$ cat src/rtl/reg10_share_ctrl.sv
// reg10_share_ctrl: round-robin 4-phase load arbiter owning all writes to the shared holding register.
// Defining REG_SWEEP_EN adds the self-test sweep that walks q through a WIDTH+1 bit counter.
module reg10_share_ctrl #(
  parameter int WIDTH = 10
) (
  input  logic             clk,
  input  logic             clr_n,
  input  logic             req0,
  input  logic [WIDTH-1:0] d0,
  output logic             ack0,
  input  logic             req1,
  input  logic [WIDTH-1:0] d1,
  output logic             ack1,
  input  logic             sweep_go,
  output logic             sweep_busy,
  output logic             sweep_done,
  output logic [WIDTH-1:0] q,
  output logic [1:0]       q_src
);
`ifdef REG_SWEEP_EN
  typedef enum logic [1:0] {IDLE, ACK, SWEEP} state_t;
`else
  typedef enum logic [1:0] {IDLE, ACK} state_t;
`endif
  state_t state_q, state_d;
  logic rr_q, rr_d, gnt_q, gnt_d, ack0_q, ack0_d, ack1_q, ack1_d, pick;
  logic [WIDTH-1:0] q_q, q_d;
  logic [1:0] src_q, src_d;
`ifdef REG_SWEEP_EN
  logic [WIDTH:0] ctr_q, ctr_d;
  logic busy_q, busy_d, done_q, done_d;
`endif
  // Round-robin pointer only matters when both requesters contend
  assign pick = (req0 & req1) ? rr_q : req1;
  always_comb begin
    state_d = state_q;
    rr_d = rr_q;
    gnt_d = gnt_q;
    ack0_d = ack0_q;
    ack1_d = ack1_q;
    q_d = q_q;
    src_d = src_q;
`ifdef REG_SWEEP_EN
    ctr_d = ctr_q;
    busy_d = busy_q;
    done_d = 1'b0;
`endif
    case (state_q)
      IDLE: begin
`ifdef REG_SWEEP_EN
        if (sweep_go) begin
          state_d = SWEEP;
          ctr_d = '0;
          busy_d = 1'b1;
        end else
`endif
        if (req0 | req1) begin
          state_d = ACK;
          gnt_d = pick;
          q_d = pick ? d1 : d0;
          src_d = pick ? 2'b10 : 2'b01;
          ack0_d = !pick;
          ack1_d = pick;
        end
      end
      ACK: begin
        if (!(gnt_q ? req1 : req0)) begin
          state_d = IDLE;
          ack0_d = 1'b0;
          ack1_d = 1'b0;
          rr_d = !gnt_q;
        end
      end
`ifdef REG_SWEEP_EN
      SWEEP: begin
        q_d = ctr_q[WIDTH-1:0];
        src_d = 2'b11;
        ctr_d = ctr_q + {{WIDTH{1'b0}}, 1'b1};
        if (&ctr_q) begin
          state_d = IDLE;
          done_d = 1'b1;
          busy_d = 1'b0;
        end
      end
`endif
      default: state_d = IDLE;
    endcase
  end
  always_ff @(posedge clk or negedge clr_n) begin
    if (!clr_n) begin
      state_q <= IDLE;
      rr_q <= 1'b0;
      gnt_q <= 1'b0;
      ack0_q <= 1'b0;
      ack1_q <= 1'b0;
      q_q <= '0;
      src_q <= 2'b00;
`ifdef REG_SWEEP_EN
      ctr_q <= '0;
      busy_q <= 1'b0;
      done_q <= 1'b0;
`endif
    end else begin
      state_q <= state_d;
      rr_q <= rr_d;
      gnt_q <= gnt_d;
      ack0_q <= ack0_d;
      ack1_q <= ack1_d;
      q_q <= q_d;
      src_q <= src_d;
`ifdef REG_SWEEP_EN
      ctr_q <= ctr_d;
      busy_q <= busy_d;
      done_q <= done_d;
`endif
    end
  end
  assign ack0 = ack0_q;
  assign ack1 = ack1_q;
  assign q = q_q;
  assign q_src = src_q;
`ifdef REG_SWEEP_EN
  assign sweep_busy = busy_q;
  assign sweep_done = done_q;
`else
  logic unused_sweep_go;
  assign unused_sweep_go = sweep_go;
  assign sweep_busy = 1'b0;
  assign sweep_done = 1'b0;
`endif
endmodule

$ cat config.mk
export PLATFORM = sky130hd
export DESIGN_NAME = reg10_share_ctrl
export DESIGN_NICKNAME = d
export VERILOG_FILES = /design/src/rtl/reg10_share_ctrl.sv
export SDC_FILE = /design/constraint.sdc
export NUM_CORES = 1
export LEC_CHECK = 0
export BUFFER_PORTS_ARGS = -buffer_cell sky130_fd_sc_hd__clkbuf_2
export CAP_MARGIN = 30
export CORE_ASPECT_RATIO = 0.75
export CORE_MARGIN = 2
export CORE_UTILIZATION = 45
export DETAILED_ROUTE_END_ITERATION = 8
export HOLD_SLACK_MARGIN = 0.15
export PLACE_DENSITY_LB_ADDON = 0.1
export SYNTH_ARGS = -nofsm -noshare
export SYNTH_HDL_FRONTEND = slang
export SYNTH_SLANG_ARGS = --single-unit
export TNS_END_PERCENT = 5
$ cat constraint.sdc
create_clock -name clk -period 1.7 [get_ports clk]
set_input_delay 0.255 -clock clk [delete_from_list [all_inputs] [get_ports clk]]
set_output_delay 0.255 -clock clk [all_outputs]
set_load 0.01 [all_outputs]
==> run summary <==
================================================================================
Run status                                                          finished, final reports clean
Seq cells post-synth                                                          16
DIE WIDTH                                                                55.8 um
Vertical die dimension                                                   42.8 um
Area of the mapped netlist                                             905 sq um
Setup crit end kind                                                     register
Maximum capacitance violations                                                 0
Initial DRT Pass Iterations                                                    4
Worst slack at placement                                                0.289 ns
Layout Skew                                                           0.00607 ns
Post-layout worst setup margin                                          0.397 ns
Class of the tightest hold or removal check                            in -> reg
Synthesis warning total                                                        0
Worst endpoint required time                                             1.87 ns
Clk_lat worst skew                                                       0.29 ns
Average cell area after synthesis                                     11.6 sq um
Final RePlAce weighted congestion                                          0.728
Count of final setup violators                                                 0
Arrival time of data at the critical path endpoint                       1.47 ns
Syn Inst Count                                                                78
Global route total overflow                                                    0
Maximum clock path buffer count                                                2
CTS Buf Count                                                                  3
Worst-path fanout max                                                         12
Fraction of the core area covered by cells at the end of the flow          0.562
Resized Gates After CTS                                                        0
Synthesis-to-layout area growth                                            20.7%
Post-Place Cells                                                             134
Largest vdd supply drop                                                   821 uV
Static leakage                                                       0.000524 uW
Logic gate share of total power                                            0.444
Clock tree sinks                                                              16
Time the worst path needs with I/O delays and setup                      1.30 ns
Placed instance area                                                0.00106 sq mm
Largest net degree at the start of global routing                             17
I/O pin count                                                                 41
Storage element area                                                   400 sq um
Footprint of the multi-input gates                                     409 sq um
Fraction of final layout cells sized beyond drive strength 1               0.500
Vias in the first global route                                               681
Clk Tree Root Cell                                                  sky130_fd_sc_hd__clkbuf_4
Clock transition at path regs                                            0.09 ns
Predominant post-synthesis flop cell                                sky130_fd_sc_hd__dfrtp_1
H-Tree Level Count                                                             1
DRT Wirelength                                                           1860 um
Placeable Area                                                      0.00194 sq mm
Post-detailed-route DRC marker count                                           0
Switching pwr                                                             595 uW
Number of I/O port buffers                                                    37
Net count of the finished layout                                             141
Share of total power consumed by net switching                             0.376
Global routing usage summed across all routing layers                      0.178
Number of cells in the finished layout apart from fillers                    138
DR WL/cell                                                               13.4 um
Clock network fraction of design power                                     0.125
TritonCTS clock tree                                                       built
First-pass GRT wire length                                               3220 um
Core Rows                                                                     14
Tcrit/Tclk final                                                           0.766
Achievable clock frequency                                             0.767 GHz
1st-iter DRT viols                                                            14
Worst setup path class                                                reg -> reg
Nature of the critical path startpoint                                  register
Post-route setup TNS                                                        0 ns
Count of endpoints failing hold in the final timing report                     0
Post-detail-place hpwl                                                   1350 um
Power Density                                                       1450 mW/mm^2
Total vias in the final route                                                715
Vias per cell                                                               5.18
Post-route cell area                                                0.00109 sq mm
Layout fillers                                                               182
Relative contribution of sequential cells to total power                   0.430
Post-route antenna net violation count                                         0
Final-report max-slew violation count                                          0
Post-synthesis sequential area ratio                                       0.443
DIE AREA                                                            0.00239 sq mm
Yosys cell types                                                              27
Internal power component                                                  987 uW
Number of enable-type register cells in the synthesized netlist                0
Total inserted antenna cells                                                   0
Setup repair after global routing missed its margin                           no
Starting Density                                                           0.465
Number of antenna violations at the first check in global routing              0
Minimum setup slack among reg-to-reg paths                               0.40 ns
Asr flop ratio synth                                                        1.00
================================================================================
-- logic make-up after synthesis --
kind of cell	after synthesis	synth area share
AO/OA/AOI/OAI	28	0.246
AND/OR/NAND/NOR	21	0.198
flip-flops	16	0.443
buffers and inverters	12	0.109
other	1	0.00415
-- worst max-delay path, stage by stage, from the launching register on --
cell	delay, ns
sky130_fd_sc_hd__dfrtp_1	0.45
sky130_fd_sc_hd__o21bai_4	0.25
sky130_fd_sc_hd__a21oi_4	0.12
sky130_fd_sc_hd__a221o_1	0.37
-- state kept, by name, indices dropped and copies added, names as in the netlist --
name     count
ack0         1
ack1         1
gnt_q        1
q           10
q_src        1
rr_q         1
state_q      1
-- cell usage after synthesis, types with 2 or more instances --
master,instances,area (sq um)
sky130_fd_sc_hd__and2_0,2,12.5
sky130_fd_sc_hd__nor2_1,6,22.5
sky130_fd_sc_hd__a221o_1,8,80.1
sky130_fd_sc_hd__nor4b_2,4,60.1
sky130_fd_sc_hd__a31oi_1,3,18.8
sky130_fd_sc_hd__nand2_1,2,7.51
sky130_fd_sc_hd__buf_4,3,22.5
sky130_fd_sc_hd__dfrtp_1,16,400
sky130_fd_sc_hd__a21oi_1,6,30.0
sky130_fd_sc_hd__buf_6,5,56.3
sky130_fd_sc_hd__inv_1,3,11.3
sky130_fd_sc_hd__o21ai_0,5,25.0
-- path summary, 6_finish.rpt --
kind,start,endpoint,cells after the start
max in group asynchronous,clr_n,q[2],2
hold reg to reg,q_src[0],q_src[0],2
min in group asynchronous,clr_n,q[8],2
setup / recovery,state_q[0],q[1],3
setup reg to reg,state_q[0],q[1],3
hold / removal,d0[7],q[7],3
-- per-layer routing --
layer,vias up,routed length (um),GRT usage
met5,-,0,0
met4,0,13,0.0439
met3,2,154,0.0762
met2,26,809,0.267
met1,329,878,0.238
li1,358,-,-
-- power groups by stage --
| stage | clock, uW | sequential [uW] | combinational (uW) |
|---|---|---|---|
| CTS | 210 | 684 | 717 |
| floorplan | 0 | 743 | 439 |
| global route | 225 | 711 | 778 |
| finish | 198 | 681 | 703 |
| detailed placement | 0 | 690 | 714 |
| global placement | 0 | 684 | 702 |
-- layout make-up --
cell class                      count  share of cell area
Timing Repair Buffer               40               0.192
Sequential cell                    16               0.367
Tap cell                           24              0.0275
Inverter                            4              0.0183
Multi-Input combinational cell     51               0.375
Clock buffer                        3              0.0206
-- per-stage QoR --
step / hold slack (ns) / power (uW)
after floorplan: -0.0406 / 1180
after global placement: 0.208 / 1390
after detailed placement: 0.216 / 1400
after CTS: 0.187 / 1610
after global routing: 0.180 / 1710
final: 0.193 / 1580
-- what timing repair did --
| item | CTS | global route |
|---|---|---|
| hold buffers | 1 | 0 |
| hold endpoints to repair | 16 | 0 |
| setup buffers | 0 | 0 |
-- layout by cell type, fill, tap and decap left out, types with 2 or more instances in the layout --
cell                       Yosys  layout
sky130_fd_sc_hd__clkbuf_2      0      37
sky130_fd_sc_hd__nand2_1       2       2
sky130_fd_sc_hd__inv_1         3       3
sky130_fd_sc_hd__buf_4         3       2
sky130_fd_sc_hd__clkbuf_4      0       3
sky130_fd_sc_hd__a31oi_1       3       3
sky130_fd_sc_hd__conb_1        1       2
sky130_fd_sc_hd__a221o_1       8       8
sky130_fd_sc_hd__nor2_1        6       6
sky130_fd_sc_hd__nor4b_2       4       4
sky130_fd_sc_hd__o21ai_0       5       5
sky130_fd_sc_hd__a21oi_1       6       6
sky130_fd_sc_hd__and2_0        2       2
sky130_fd_sc_hd__dfrtp_1      16      16
Note: power is estimated with default switching activity, not from simulation.
